==> config.mk <==
export PLATFORM = sky130hd
export DESIGN_NAME = seq_detect_param
export DESIGN_NICKNAME = d
export VERILOG_FILES = /design/src/rtl/seq_detect_param.sv
export SDC_FILE = /design/constraint.sdc
export NUM_CORES = 1
export LEC_CHECK = 0
export CAP_MARGIN = 10
export CORE_MARGIN = 3
export CORE_UTILIZATION = 50
export DETAILED_ROUTE_END_ITERATION = 12
export PLACE_DENSITY = 0.81
export SETUP_SLACK_MARGIN = 0.4
export SLEW_MARGIN = 20
export SYNTH_ARGS = -nofsm -noshare
export SYNTH_HDL_FRONTEND = slang
export SYNTH_SLANG_ARGS = --single-unit
==> constraint.sdc <==
create_clock -name clk -period 3.5 [get_ports clk]
set_clock_uncertainty 0.1 [all_clocks]
set_input_delay 0.7 -clock clk [delete_from_list [all_inputs] [get_ports clk]]
set_output_delay 0.7 -clock clk [all_outputs]
set_load 0.005 [all_outputs]
==> src/rtl/seq_detect_param.sv <==
// Parameterised serial pattern detector: KMP-style state machine whose transition
// table is built from PATTERN/N at elaboration, with Mealy match flag and saturating counter.
module seq_detect_param #(
    parameter int         N       = 5,
    parameter logic [N-1:0] PATTERN = 5'b11011,
    parameter bit         OVERLAP = 1'b1,
    parameter int         CNT_W   = 8,
    localparam int        SW      = $clog2(N + 1)
) (
    input  logic             clk,
    input  logic             reset,
    input  logic             in_valid,
    input  logic             in,
    input  logic             clear_cnt,
    output logic             out,
    output logic             match_q,
    output logic [SW-1:0]    present,
    output logic [CNT_W-1:0] match_cnt
);

    localparam int TBL_SZ = 2 ** (SW + 1);

    function automatic logic pbit(input int p);
        logic [N-1:0] t;
        t = PATTERN >> p;
        return t[0];
    endfunction

    function automatic logic sbit(input logic [31:0] s, input int p);
        logic [31:0] t;
        t = s >> p;
        return t[0];
    endfunction

    // Longest pattern prefix that is a suffix of (prefix of length k followed by b);
    // lengths are capped below N so a full match falls back to the longest border.
    function automatic logic [SW-1:0] next_of(input int k, input int b);
        logic [31:0] s;
        int          best;
        logic        ok;
        s    = 32'(b) << k;
        best = 0;
        for (int j = 0; j < 16; j++) begin
            if (j < k) begin
                s = s | (32'(pbit(N - 1 - j)) << j);
            end
        end
        if ((OVERLAP == 1'b0) && (k == N - 1) && (b == int'(pbit(0)))) begin
            return '0;
        end
        for (int l = 1; l < 17; l++) begin
            if ((l <= k + 1) && (l < N)) begin
                ok = 1'b1;
                for (int i = 0; i < 16; i++) begin
                    if (i < l) begin
                        if (sbit(s, k + 1 - l + i) != pbit(N - 1 - i)) begin
                            ok = 1'b0;
                        end
                    end
                end
                if (ok) begin
                    best = l;
                end
            end
        end
        return SW'(best);
    endfunction

    logic [SW-1:0]    w_tbl [TBL_SZ];
    logic [SW-1:0]    w_next;
    logic             w_out;
    logic [SW-1:0]    r_present;
    logic             r_match_q;
    logic [CNT_W-1:0] r_cnt;

    // Table is indexed by {state, bit}; rows for states >= N decode to state 0.
    for (genvar g = 0; g < TBL_SZ; g++) begin : g_tbl
        if ((g / 2) < N) begin : g_legal
            assign w_tbl[g] = next_of(g / 2, g % 2);
        end else begin : g_illegal
            assign w_tbl[g] = '0;
        end
    end

    // Next-state lookup and Mealy match flag.
    always_comb begin
        w_next = w_tbl[{r_present, in}];
        if (!reset && in_valid && (r_present == SW'(N - 1)) && (in == PATTERN[0])) begin
            w_out = 1'b1;
        end else begin
            w_out = 1'b0;
        end
    end

    // State, delayed match flag and saturating match counter.
    always_ff @(posedge clk) begin
        if (reset) begin
            r_present <= '0;
            r_match_q <= 1'b0;
            r_cnt     <= '0;
        end else begin
            r_match_q <= w_out;
            if (in_valid) begin
                r_present <= w_next;
            end else begin
                r_present <= r_present;
            end
            if (clear_cnt) begin
                r_cnt <= '0;
            end else if (w_out && (r_cnt != {CNT_W{1'b1}})) begin
                r_cnt <= r_cnt + CNT_W'(1);
            end else begin
                r_cnt <= r_cnt;
            end
        end
    end

    assign out       = w_out;
    assign match_q   = r_match_q;
    assign present   = r_present;
    assign match_cnt = r_cnt;

endmodule

==> impl_metrics.ini, run 1 <==
[clock_tree]
post_cts.repair.setup_buffers = 0
tritoncts = done
ctsHtreeMaxLevel = 1
cts-buffers-inserted = 3
worstSkewPairLatency_ns = 0.26
cts-root-to-sink-buffers = 2
cts_num_sinks = 12
root_buffer = sky130_fd_sc_hd__clkbuf_4
clk_pin_slew_ns = 0.07
post_cts.resized_instances = 0
cts.hold.buffers_added = 0

[placement]
finalWeightedCongestion = 0.785
hpwl_um = 1190
postPlaceCellArea_um2 = 885
place.port_buffers = 17
numPlacedInstances = 102

[floorplanning]
row_count = 12
die_y_um = 43.7
fp.coreArea_um2 = 1220
ios = 18
die_area_um2 = 1910
starting_density_pct = 58.3
fp.dieW_um = 43.7

[finish]
layout_commonest_cell = sky130_fd_sc_hd__clkdlybuf4s50_1
num-fill-cells = 79
layout_common_cells = sky130_fd_sc_hd__clkdlybuf4s50_1 (17), sky130_fd_sc_hd__dfxtp_1 (12), sky130_fd_sc_hd__nor2_1 (5), sky130_fd_sc_hd__nand2_1 (5), sky130_fd_sc_hd__nand3_1 (4)
layout-drive-gt1-share_pct = 17.4
fin_area_um2 = 937
insertedDiodeCount = 0
finalNetCount = 99
p_r_area_growth_vs_syn_pct = 32.1
layout.cells.non_filler = 106

[power]
cell_internal_pwr_w = 0.000215
pwr-share-seq_pct = 52.3
finalPower_w = 0.000271
power.share.switching_pct = 20.6
ir_drop_mv = 0.240
leakage_power_summed_over_all_cells_nw = 0.310
clock_power_share_pct = 38.3
power_per_cell_area_nw_per_um2 = 290
p_switching_w = 0.0000559
power.share.combinational_pct = 9.4

[synthesis]
synth_cells = 73
avg_cell_area_syn_um2 = 9.72
netlist.top_cell.by_area = sky130_fd_sc_hd__dfxtp_1
synth_fp_nets = 79
synth.area.top_cells = sky130_fd_sc_hd__dfxtp_1 (34%), sky130_fd_sc_hd__a311oi_2 (6.3%), sky130_fd_sc_hd__and4b_4 (3.9%), sky130_fd_sc_hd__mux2i_1 (2.8%), sky130_fd_sc_hd__nand3_1 (2.8%)
synth_seq_cells = 12
synthDistinctLibCells = 37
yosysWarningCount = 0
synth.yosys.seq_area_share_pct = 33.9
post-synth-top-area-fraction_pct = 33.9
synthesis.area_um2 = 709

[global_routing]
overflow = 0
grt_max_degree = 11
initial_antenna_violation_count = 0
grt_use_total_pct = 18.6
first_pass_grt_wire_length_um = 2680
vias_in_the_first_global_route = 579

[worst_setup_path]
cp_cell_sequence = clkdlybuf4s50_1 -> nand4bb_4 -> nor2_1 -> clkdlybuf4s50_1
crit_path_end_kind = output pin
path_buf_inv = 2
max_stage_delay_ns = 0.56
worst_path_max_delay_cell = sky130_fd_sc_hd__clkdlybuf4s50_1
crit_path_start_kind = input port
critPathKind = in2out
worst-r2r-setup-slack_ns = 1.95
r2r.worst_path.cells = 4
cp_max_fo = 9
worstPathArrival_ns = 2.18
crit_family = buffers and inverters
critPathRequiredTime_ns = 2.70
critical_path.most_common_cell = sky130_fd_sc_hd__clkdlybuf4s50_1
crit-reg2reg-capture = match_cnt[0]$_SDFFE_PP0P_
regToRegStartpoint = match_cnt[0]$_SDFFE_PP0P_

[sta]
final_hold_viol_count = 0
worst_pin_slew_ns = 0.388
timing.final.setup_violations = 0
achievable-frequency_mhz = 335
period_minus_ws_final_ns = 2.98
relSlewSlack_pct = 74.0
fin_crit_sh_pct = 85.2
final_max_slew_viol_count = 0
grt_setup_unrepaired = false
fin_tns_setup_ns = 0

[drt]
final_antenna_net_count = 0
route.vias.total = 634
first_iteration_detailed_routing_drc_count = 23
post_drt_via_cell_ratio = 5.98
wl_um = 1570
post_drt_wl_per_cell_um = 14.8
route.detailed.drc = 0
detail_route.first_pass.iterations = 4

[run]
max_cap_viol_count = 0

[status]
status = completed

[worst_hold_path]
min_path_type = reg2reg
hold_start = match_cnt[1]$_SDFFE_PP0P_
worst_hold_path_cell_count = 2
worstHoldEndpoint = match_cnt[1]$_SDFFE_PP0P_
[cells in the mapped netlist]
cell	number
sky130_fd_sc_hd__ha_1	1
sky130_fd_sc_hd__a311oi_2	3
sky130_fd_sc_hd__or2_1	1
sky130_fd_sc_hd__nor3b_2	1
sky130_fd_sc_hd__nand3_1	4
sky130_fd_sc_hd__or2b_1	1
sky130_fd_sc_hd__and4b_4	2
sky130_fd_sc_hd__buf_2	1
sky130_fd_sc_hd__nor2b_1	1
sky130_fd_sc_hd__mux2i_1	2
sky130_fd_sc_hd__o21ba_1	1
sky130_fd_sc_hd__nand4bb_1	1
sky130_fd_sc_hd__mux2_2	1
sky130_fd_sc_hd__buf_4	1
sky130_fd_sc_hd__a211oi_2	1
sky130_fd_sc_hd__and4_1	1
sky130_fd_sc_hd__or3_1	1
sky130_fd_sc_hd__nand4_1	1
sky130_fd_sc_hd__a211oi_1	2
sky130_fd_sc_hd__and4bb_4	1
sky130_fd_sc_hd__nand4b_1	1
sky130_fd_sc_hd__and2_4	2
sky130_fd_sc_hd__dfxtp_1	12
sky130_fd_sc_hd__nand2_1	5
sky130_fd_sc_hd__a311oi_1	1
sky130_fd_sc_hd__and3_1	2
sky130_fd_sc_hd__and4b_1	1
sky130_fd_sc_hd__nor2_1	5
sky130_fd_sc_hd__o21a_1	2
sky130_fd_sc_hd__a21oi_1	3
sky130_fd_sc_hd__xor2_1	1
sky130_fd_sc_hd__o32ai_1	1
sky130_fd_sc_hd__a31oi_1	3
sky130_fd_sc_hd__nand2b_1	2
sky130_fd_sc_hd__a41oi_1	2
sky130_fd_sc_hd__inv_1	1
sky130_fd_sc_hd__and2_1	1
[how the worst max path moves through the flow]
| stage | endpoint | cells past startpoint | startpoint | slack [ns] |
|---|---|---|---|---|
| finish | out | 4 | reset | 0.52 |
| global route | out | 4 | reset | 0.42 |
| CTS | out | 4 | reset | 0.50 |
| detailed placement | out | 4 | reset | 0.50 |
| global placement | out | 4 | reset | 0.54 |
| floorplan | out | 3 | in_valid | 1.58 |
[worst register-to-register path: cells and delay by family (launching register included)]
family	cells	cell delay [ns]
adder cells (fa/ha/maj)	1	0.26
AND/OR/NAND/NOR	1	0.21
AO/OA/AOI/OAI	1	0.35
multiplexers	1	0.22
flip-flops	1	0.35
[sequential cells by signal, indices dropped and copies added, names as in the netlist]
name,count
match_q,1
match_cnt,8
present,3
[power by group through the flow]
stage	sequential [W]	clock [W]	combinational, W
global route	0.000142	0.000116	0.0000279
global placement	0.000145	0	0.0000235
finish	0.000142	0.000104	0.0000254
detailed placement	0.000145	0	0.0000240
floorplan	0.000144	0	0.0000135
CTS	0.000142	0.000108	0.0000242
[layout make-up]
class / count / area, um2 / area share [%]
inverter: 1 / 3.75 / 0.401
sequential: 12 / 240 / 25.6
clock buffer: 4 / 36.3 / 3.87
tap: 14 / 17.5 / 1.87
multi-input combinational: 58 / 469 / 50.1
timing repair buffer: 17 / 170 / 18.2
[layer usage]
metal | vias up | global-route usage [%] | wire length [um]
li1 | 323 | - | -
met1 | 293 | 24.0 | 742
met2 | 16 | 29.1 | 735
met3 | 2 | 7.88 | 90
met4 | 0 | 3.61 | 6
met5 | - | 0 | 0
[kinds of logic after synthesis]
group	after synthesis	share of synthesized area (%)
adder cells (fa/ha/maj)	1	1.76
AND/OR/NAND/NOR	34	33.0
XOR/XNOR	1	1.23
buffers and inverters	3	2.29
multiplexers	3	4.41
AO/OA/AOI/OAI	19	23.5
flip-flops	12	33.9
[through the flow]
step                      setup WS (ns)  utilization, %  hold slack (ns)
after detailed placement          0.501            72.7            0.393
after CTS                         0.497            75.7            0.423
after floorplan                    1.58               -            0.379
after global routing              0.415            77.1            0.455
after global placement            0.542            72.7            0.386
final                             0.519            77.1            0.418
(Power assumes the default switching activity.)
==> run 2: changes to the inputs <==
CAP_MARGIN = 20   (was 10)
==> results of run 2 <==
The final DEF is identical to that of run 1; final timing and power are the same.
